`src/rtl/ps2_keyboard_decoder.sv`:
```
// ps2_keyboard_decoder: PS/2 Set 2 receiver and make/break decoder producing ASCII key strobes
module ps2_keyboard_decoder #(
  parameter int TIMEOUT_CYCLES = 100000,
  parameter int SYNC_STAGES    = 2
) (
  input  logic       clk,
  input  logic       rstn,
  input  logic       ps2_clk,
  input  logic       ps2_data,
  output logic [7:0] ascii_key,
  output logic [7:0] scancode,
  output logic       valid,
  output logic       shift_on,
  output logic       caps_on,
  output logic       frame_err
);
  localparam int TW = $clog2(TIMEOUT_CYCLES + 1);
  typedef enum logic [1:0] {IDLE, BRK, EXT, EXT_BRK} state_t;
  logic [SYNC_STAGES-1:0] clk_sync_q, dat_sync_q;
  logic                   clk_prev_q;
  logic [9:0]             sr_q;
  logic [3:0]             bit_cnt_q;
  logic [TW-1:0]          tmo_q;
  logic [7:0]             byte_q;
  logic                   byte_stb_q, err_q;
  state_t                 state_q, state_d;
  logic [7:0]             ascii_q, ascii_d, scan_q, scan_d, lut;
  logic                   valid_q, valid_d, lshift_q, lshift_d, rshift_q, rshift_d;
  logic                   caps_held_q, caps_held_d, caps_q, caps_d;
  logic                   fall, last, good, tmo_hit, make, brk, letter, key_evt;
  logic [10:0]            frame;
  assign fall      = clk_prev_q & ~clk_sync_q[SYNC_STAGES-1];
  assign frame     = {dat_sync_q[SYNC_STAGES-1], sr_q};
  assign good      = ~frame[0] & frame[10] & ^frame[9:1];
  assign last      = fall & (bit_cnt_q == 4'd10);
  assign tmo_hit   = ~fall & (bit_cnt_q != 4'd0) & (tmo_q == TW'(TIMEOUT_CYCLES));
  assign ascii_key = ascii_q;
  assign scancode  = scan_q;
  assign valid     = valid_q;
  assign shift_on  = lshift_q | rshift_q;
  assign caps_on   = caps_q;
  assign frame_err = err_q;
  // Synchronise the raw PS/2 pins and keep the previous synced clock for edge detection
  always_ff @(posedge clk or negedge rstn) begin
    if (!rstn) begin
      clk_sync_q <= '0;
      dat_sync_q <= '0;
      clk_prev_q <= 1'b0;
    end else begin
      clk_sync_q <= {clk_sync_q[SYNC_STAGES-2:0], ps2_clk};
      dat_sync_q <= {dat_sync_q[SYNC_STAGES-2:0], ps2_data};
      clk_prev_q <= clk_sync_q[SYNC_STAGES-1];
    end
  end
  // Shift in frame bits on falling edges, validate on the 11th bit and abandon stalled frames
  always_ff @(posedge clk or negedge rstn) begin
    if (!rstn) begin
      sr_q       <= '0;
      bit_cnt_q  <= '0;
      tmo_q      <= '0;
      byte_q     <= '0;
      byte_stb_q <= 1'b0;
      err_q      <= 1'b0;
    end else begin
      byte_stb_q <= last & good;
      err_q      <= (last & ~good) | tmo_hit;
      if (last & good) byte_q <= frame[8:1];
      if (fall) begin
        sr_q      <= frame[10:1];
        bit_cnt_q <= last ? 4'd0 : bit_cnt_q + 4'd1;
        tmo_q     <= '0;
      end else if (tmo_hit) begin
        bit_cnt_q <= 4'd0;
        tmo_q     <= '0;
      end else begin
        tmo_q <= (bit_cnt_q == 4'd0) ? '0 : tmo_q + 1'b1;
      end
    end
  end
  // Scancode to unshifted ASCII; zero marks an unmapped key
  always_comb begin
    lut = 8'h00;
    case (byte_q)
      8'h1C: lut = "a";
      8'h32: lut = "b";
      8'h21: lut = "c";
      8'h23: lut = "d";
      8'h24: lut = "e";
      8'h2B: lut = "f";
      8'h34: lut = "g";
      8'h33: lut = "h";
      8'h43: lut = "i";
      8'h3B: lut = "j";
      8'h42: lut = "k";
      8'h4B: lut = "l";
      8'h3A: lut = "m";
      8'h31: lut = "n";
      8'h44: lut = "o";
      8'h4D: lut = "p";
      8'h15: lut = "q";
      8'h2D: lut = "r";
      8'h1B: lut = "s";
      8'h2C: lut = "t";
      8'h3C: lut = "u";
      8'h2A: lut = "v";
      8'h1D: lut = "w";
      8'h22: lut = "x";
      8'h35: lut = "y";
      8'h1A: lut = "z";
      8'h45: lut = "0";
      8'h16: lut = "1";
      8'h1E: lut = "2";
      8'h26: lut = "3";
      8'h25: lut = "4";
      8'h2E: lut = "5";
      8'h36: lut = "6";
      8'h3D: lut = "7";
      8'h3E: lut = "8";
      8'h46: lut = "9";
      8'h29: lut = 8'h20;
      8'h5A: lut = 8'h0D;
      8'h66: lut = 8'h08;
      default: lut = 8'h00;
    endcase
  end
  // Prefix FSM and modifier/key next-state, evaluated only on a byte strobe
  always_comb begin
    make        = byte_stb_q & (state_q == IDLE) & (byte_q != 8'hF0) & (byte_q != 8'hE0);
    brk         = byte_stb_q & (state_q == BRK);
    key_evt     = make | brk;
    letter      = (lut >= 8'h61) & (lut <= 8'h7A);
    state_d     = state_q;
    if (byte_stb_q)
      state_d = (state_q == IDLE) ? ((byte_q == 8'hF0) ? BRK : (byte_q == 8'hE0) ? EXT : IDLE)
              : (state_q == EXT && byte_q == 8'hF0) ? EXT_BRK : IDLE;
    valid_d     = make & (lut != 8'h00);
    ascii_d     = valid_d ? ((letter & (shift_on ^ caps_on)) ? lut - 8'h20 : lut) : ascii_q;
    scan_d      = valid_d ? byte_q : scan_q;
    lshift_d    = (key_evt & (byte_q == 8'h12)) ? make : lshift_q;
    rshift_d    = (key_evt & (byte_q == 8'h59)) ? make : rshift_q;
    caps_held_d = (key_evt & (byte_q == 8'h58)) ? make : caps_held_q;
    caps_d      = (make & (byte_q == 8'h58) & ~caps_held_q) ? ~caps_q : caps_q;
  end
  // Register FSM state, modifiers and the key outputs
  always_ff @(posedge clk or negedge rstn) begin
    if (!rstn) begin
      state_q     <= IDLE;
      ascii_q     <= '0;
      scan_q      <= '0;
      valid_q     <= 1'b0;
      lshift_q    <= 1'b0;
      rshift_q    <= 1'b0;
      caps_held_q <= 1'b0;
      caps_q      <= 1'b0;
    end else begin
      state_q     <= state_d;
      ascii_q     <= ascii_d;
      scan_q      <= scan_d;
      valid_q     <= valid_d;
      lshift_q    <= lshift_d;
      rshift_q    <= rshift_d;
      caps_held_q <= caps_held_d;
      caps_q      <= caps_d;
    end
  end
endmodule

```
`config.mk`:
```
export PLATFORM = sky130hd
export DESIGN_NAME = ps2_keyboard_decoder
export DESIGN_NICKNAME = d
export VERILOG_FILES = /design/src/rtl/ps2_keyboard_decoder.sv
export SDC_FILE = /design/constraint.sdc
export NUM_CORES = 1
export LEC_CHECK = 0
export ABC_CLOCK_PERIOD_IN_PS = 3900
export BUFFER_PORTS_ARGS = -buffer_cell sky130_fd_sc_hd__buf_2
export CORE_UTILIZATION = 40
export CTS_BUF_LIST = sky130_fd_sc_hd__clkbuf_8 sky130_fd_sc_hd__clkbuf_16
export DETAILED_ROUTE_END_ITERATION = 16
export PLACE_DENSITY = 0.64
export SYNTH_ARGS = -nofsm -noshare
export SYNTH_HDL_FRONTEND = slang
export SYNTH_SLANG_ARGS = --single-unit
```
`constraint.sdc`:
```
create_clock -name clk -period 3.9 [get_ports clk]
set_clock_uncertainty 0.15 [all_clocks]
set_input_delay 0.195 -clock clk [delete_from_list [all_inputs] [get_ports clk]]
set_output_delay 0.195 -clock clk [all_outputs]
set_load 0.03 [all_outputs]
```
==> reports/metrics.json <==
{
  "timing.hold.worst_path_depth": 0,
  "critPathMaxStageDelay_ps": 650,
  "timing.critical_path.arrival_ps": 3480,
  "final.min_clock_period_ps": 3400,
  "grt_pass1_vias": 2847,
  "cap_viol_max_count": 0,
  "ctsHtreeMaxLevel": 3,
  "clock-root-buffer": "clkbuf_8",
  "syn_nets": 420,
  "final_nets": 444,
  "avgSynthCellArea_um2": 9.541,
  "period_share_pct": 87.19,
  "cts_tree": "yes",
  "worstMarginPinSlew_ps": 761.5,
  "dominantRegCellSynth": "dfrtp_1",
  "setup.worst_path.end_class": "register",
  "relSlewSlack_pct": 49.24,
  "rsz0062_at_grt": "false",
  "worst-path-buf-inv": 2,
  "clkSinkCount": 69,
  "io_pins": 24,
  "setup_viol_count_final": 0,
  "final_replace_weighted_congestion": 0.9271,
  "total_switching_power_uw": 443.4,
  "std_cell_rows": 35,
  "timing_max_transition_violations_final": 0,
  "die_x_um": 100.0,
  "hold_path_class": "reg2reg",
  "largest_fanout_on_the_critical_path": 18,
  "crit_cells": 10,
  "timing.setup.critical_path_class": "reg2reg",
  "worst_setup_path_start_kind": "register",
  "synth_cell_types": 59,
  "postSynth.asyncResetShare_pct": 100.0,
  "nFillCells": 906,
  "power_per_cell_area_nw_per_um2": 371.4,
  "wl_per_cell_um": 14.54,
  "path_common_cell": "a21oi_1",
  "track_usage_pct": 17.94,
  "p_int_mw": 1.143,
  "stdcell_count": 560,
  "ys_warn_count": 0,
  "drtPass1Iterations": 4,
  "clk_pin_slew_ps": 70,
  "number_of_diodes": 0,
  "route.final.wire_length_um": 8142,
  "port-buffer-count": 23,
  "cts.repair.resized": 0,
  "synth_enable_flop_cells": 0,
  "data_required_time_at_the_worst_endpoint_ps": 3980,
  "vias": 2959,
  "power.share.clock_pct": 35.6,
  "layout-area-overhead-vs-synth_pct": 11.06,
  "synth_area_leaders": "dfrtp_1 45%, nand2_1 6.0%, mux2_2 4.7%",
  "synth.cell_area_um2": 3845,
  "dieArea_um2": 10010,
  "drc_errors": 0,
  "sequential_cell_area_um2": 1727,
  "achievable-frequency_mhz": 294.1,
  "die_y_um": 100.0,
  "power.switching_fraction_pct": 27.95,
  "initialDrtViolationCount": 250,
  "pwr-share-comb_pct": 12.9,
  "leakage_nw": 1.957,
  "cts.path.max_buffers": 2,
  "multi_input_area_um2": 1958,
  "floorplan.initialDensity_pct": 41.42,
  "grt_first_pass_wirelength_um": 14050,
  "final_antenna_net_count": 0,
  "core_region_area_um2": 9284,
  "grt_antenna_before_repair": 0,
  "share_of_synthesized_area_occupied_by_flip_flops_and_latches_pct": 44.91,
  "synth_seq_cells": 69,
  "crit_path_top_delay_cell": "a41oi_4",
  "globalRoute.totalOverflow": 0,
  "hpwl_um": 5717,
  "synth_top_area_share_pct": 44.91,
  "sequential_fraction_of_design_power_pct": 51.5,
  "power.ir.vdd_worst_v": 0.0002396,
  "detail_route.vias_per_cell": 5.284,
  "netlist_instances": 403,
  "placement.cell_area_um2": 4051,
  "layout-drive-gt1-share_pct": 16.47,
  "clk-insertion-delay-late_ps": 350,
  "hold_viol_final": 0,
  "final.setup.tns_ps": 0,
  "dp_cells": 542,
  "cts_made_buffers": 9,
  "timing.reg2reg.worst_path_depth": 10,
  "path_cells": "inv_1 > ha_1 > a21oi_1 > a31oi_1 > a21oi_1 > o32ai_2 > nor4_2 > a41oi_4 > inv_2 > a221o_1",
  "grt_max_degree": 38,
  "synth_top_cell_by_area": "dfrtp_1",
  "cpLargestDelayFamily": "compound AO/OA/AOI/OAI gates",
  "outcome": "complete, no violations",
  "finalInstanceArea_um2": 4270
}
repair_timing:
item	CTS	global route
buffers inserted	0	0
hold buffers	3	0
endpoints found under the hold margin	34	0
routing by layer:
metal / GRT usage, % / up-vias / part of all wire, %
met3: 3.830 / 16 / 5.0
met2: 27.00 / 84 / 45
li1: - / 1440 / -
met5: 0 / - / 0
met1: 25.89 / 1419 / 48
met4: 5.686 / 0 / 1.6
layout make-up:
class,instances,share of cell area (%)
Inverter,16,1.406
Multi-Input combinational cell,301,45.85
Sequential cell,69,40.43
Clock inverter,6,1.524
Timing Repair Buffer,30,4.102
Clock buffer,9,2.901
Tap cell,129,3.780
flip-flops by register name, indices dropped and copies added, names as in the netlist:
register     count
byte_stb_q       1
clk_sync_q       2
state_q          2
scancode         8
tmo_q           17
ascii_key        8
byte_q           8
sr_q            10
caps_on          1
clk_prev_q       1
caps_held_q      1
rshift_q         1
lshift_q         1
frame_err        1
valid            1
dat_sync_q       2
bit_cnt_q        4
path summary, 6_finish.rpt:
check,start,to,slack (ps)
setup reg to reg,byte_q[1],ascii_key[6],500
min in group asynchronous,rstn,tmo_q[9],280
setup / recovery,byte_q[1],ascii_key[6],500
hold / removal,clk_sync_q[0],clk_sync_q[1],210
max in group asynchronous,rstn,scancode[1],2370
hold reg to reg,clk_sync_q[0],clk_sync_q[1],210
power groups by stage:
stage / registers [mW] / clock network (mW) / logic, mW
after global routing: 0.827 / 0.615 / 0.238
after floorplan: 0.816 / 0 / 0.163
after CTS: 0.817 / 0.583 / 0.209
after global placement: 0.830 / 0 / 0.199
final: 0.817 / 0.565 / 0.204
after detailed placement: 0.830 / 0 / 0.204
synth_stat cells, types with 5 or more instances:
master and number:
nand3_1 20, clkbuf_1 6, nor2_1 40, o21ai_0 13, nor3_1 6, nor3b_1 5, ha_1 13, nand2_1 61
a21oi_1 15, buf_2 5, nand2b_1 12, and3_1 6, xnor2_1 14, inv_1 15, dfrtp_1 69, xor2_1 11
mux2_2 16
worst reg2reg max path, cell delays in order (launching register included):
cell and delay (ps):
dfrtp_1 570, inv_1 180, ha_1 410, a21oi_1 90, a31oi_1 170, a21oi_1 110, o32ai_2 370, nor4_2 130
a41oi_4 650, inv_2 90, a221o_1 360
through the flow:
stage	util, %	power [mW]	setup WS, ps	hold WS [ps]
finish	46.00	1.586	499.7	206.7
detailed placement	43.64	1.034	529.3	148.8
global placement	43.64	1.029	621.8	141.5
global route	46.00	1.680	242.3	220.1
floorplan	-	0.9790	1118	-250.6
CTS	46.00	1.608	498.0	213.6
layout by cell type, fill, tap and decap left out, types with 3 or more instances in the layout:
cell	instances
mux2_2	16
xor2_1	11
xnor2_1	14
a211oi_1	4
o31ai_1	3
ha_1	13
nand3_1	20
o21ai_0	13
buf_2	23
inv_1	15
clkbuf_8	9
nor2_1	40
nor2b_1	4
dfrtp_1	69
o21ai_1	3
nor3_1	6
clkinvlp_4	4
nand2_1	61
a31oi_1	4
buf_4	4
mux2i_1	3
nand2b_1	12
nor3b_1	5
and2_1	3
or2_2	3
dlygate4sd3_1	3
mux2_4	3
and3_1	6
a21oi_1	15
cells by family after synthesis:
group                    Yosys count  synth area share, %
AO/OA/AOI/OAI                     66                12.40
XOR/XNOR                          25                5.695
adder cells (fa/ha/maj)           13                4.230
buffers and inverters             33                4.165
flip-flops                        69                44.91
multiplexers                      23                6.931
AND/OR/NAND/NOR                  174                21.67
(Power assumes the default switching activity.)
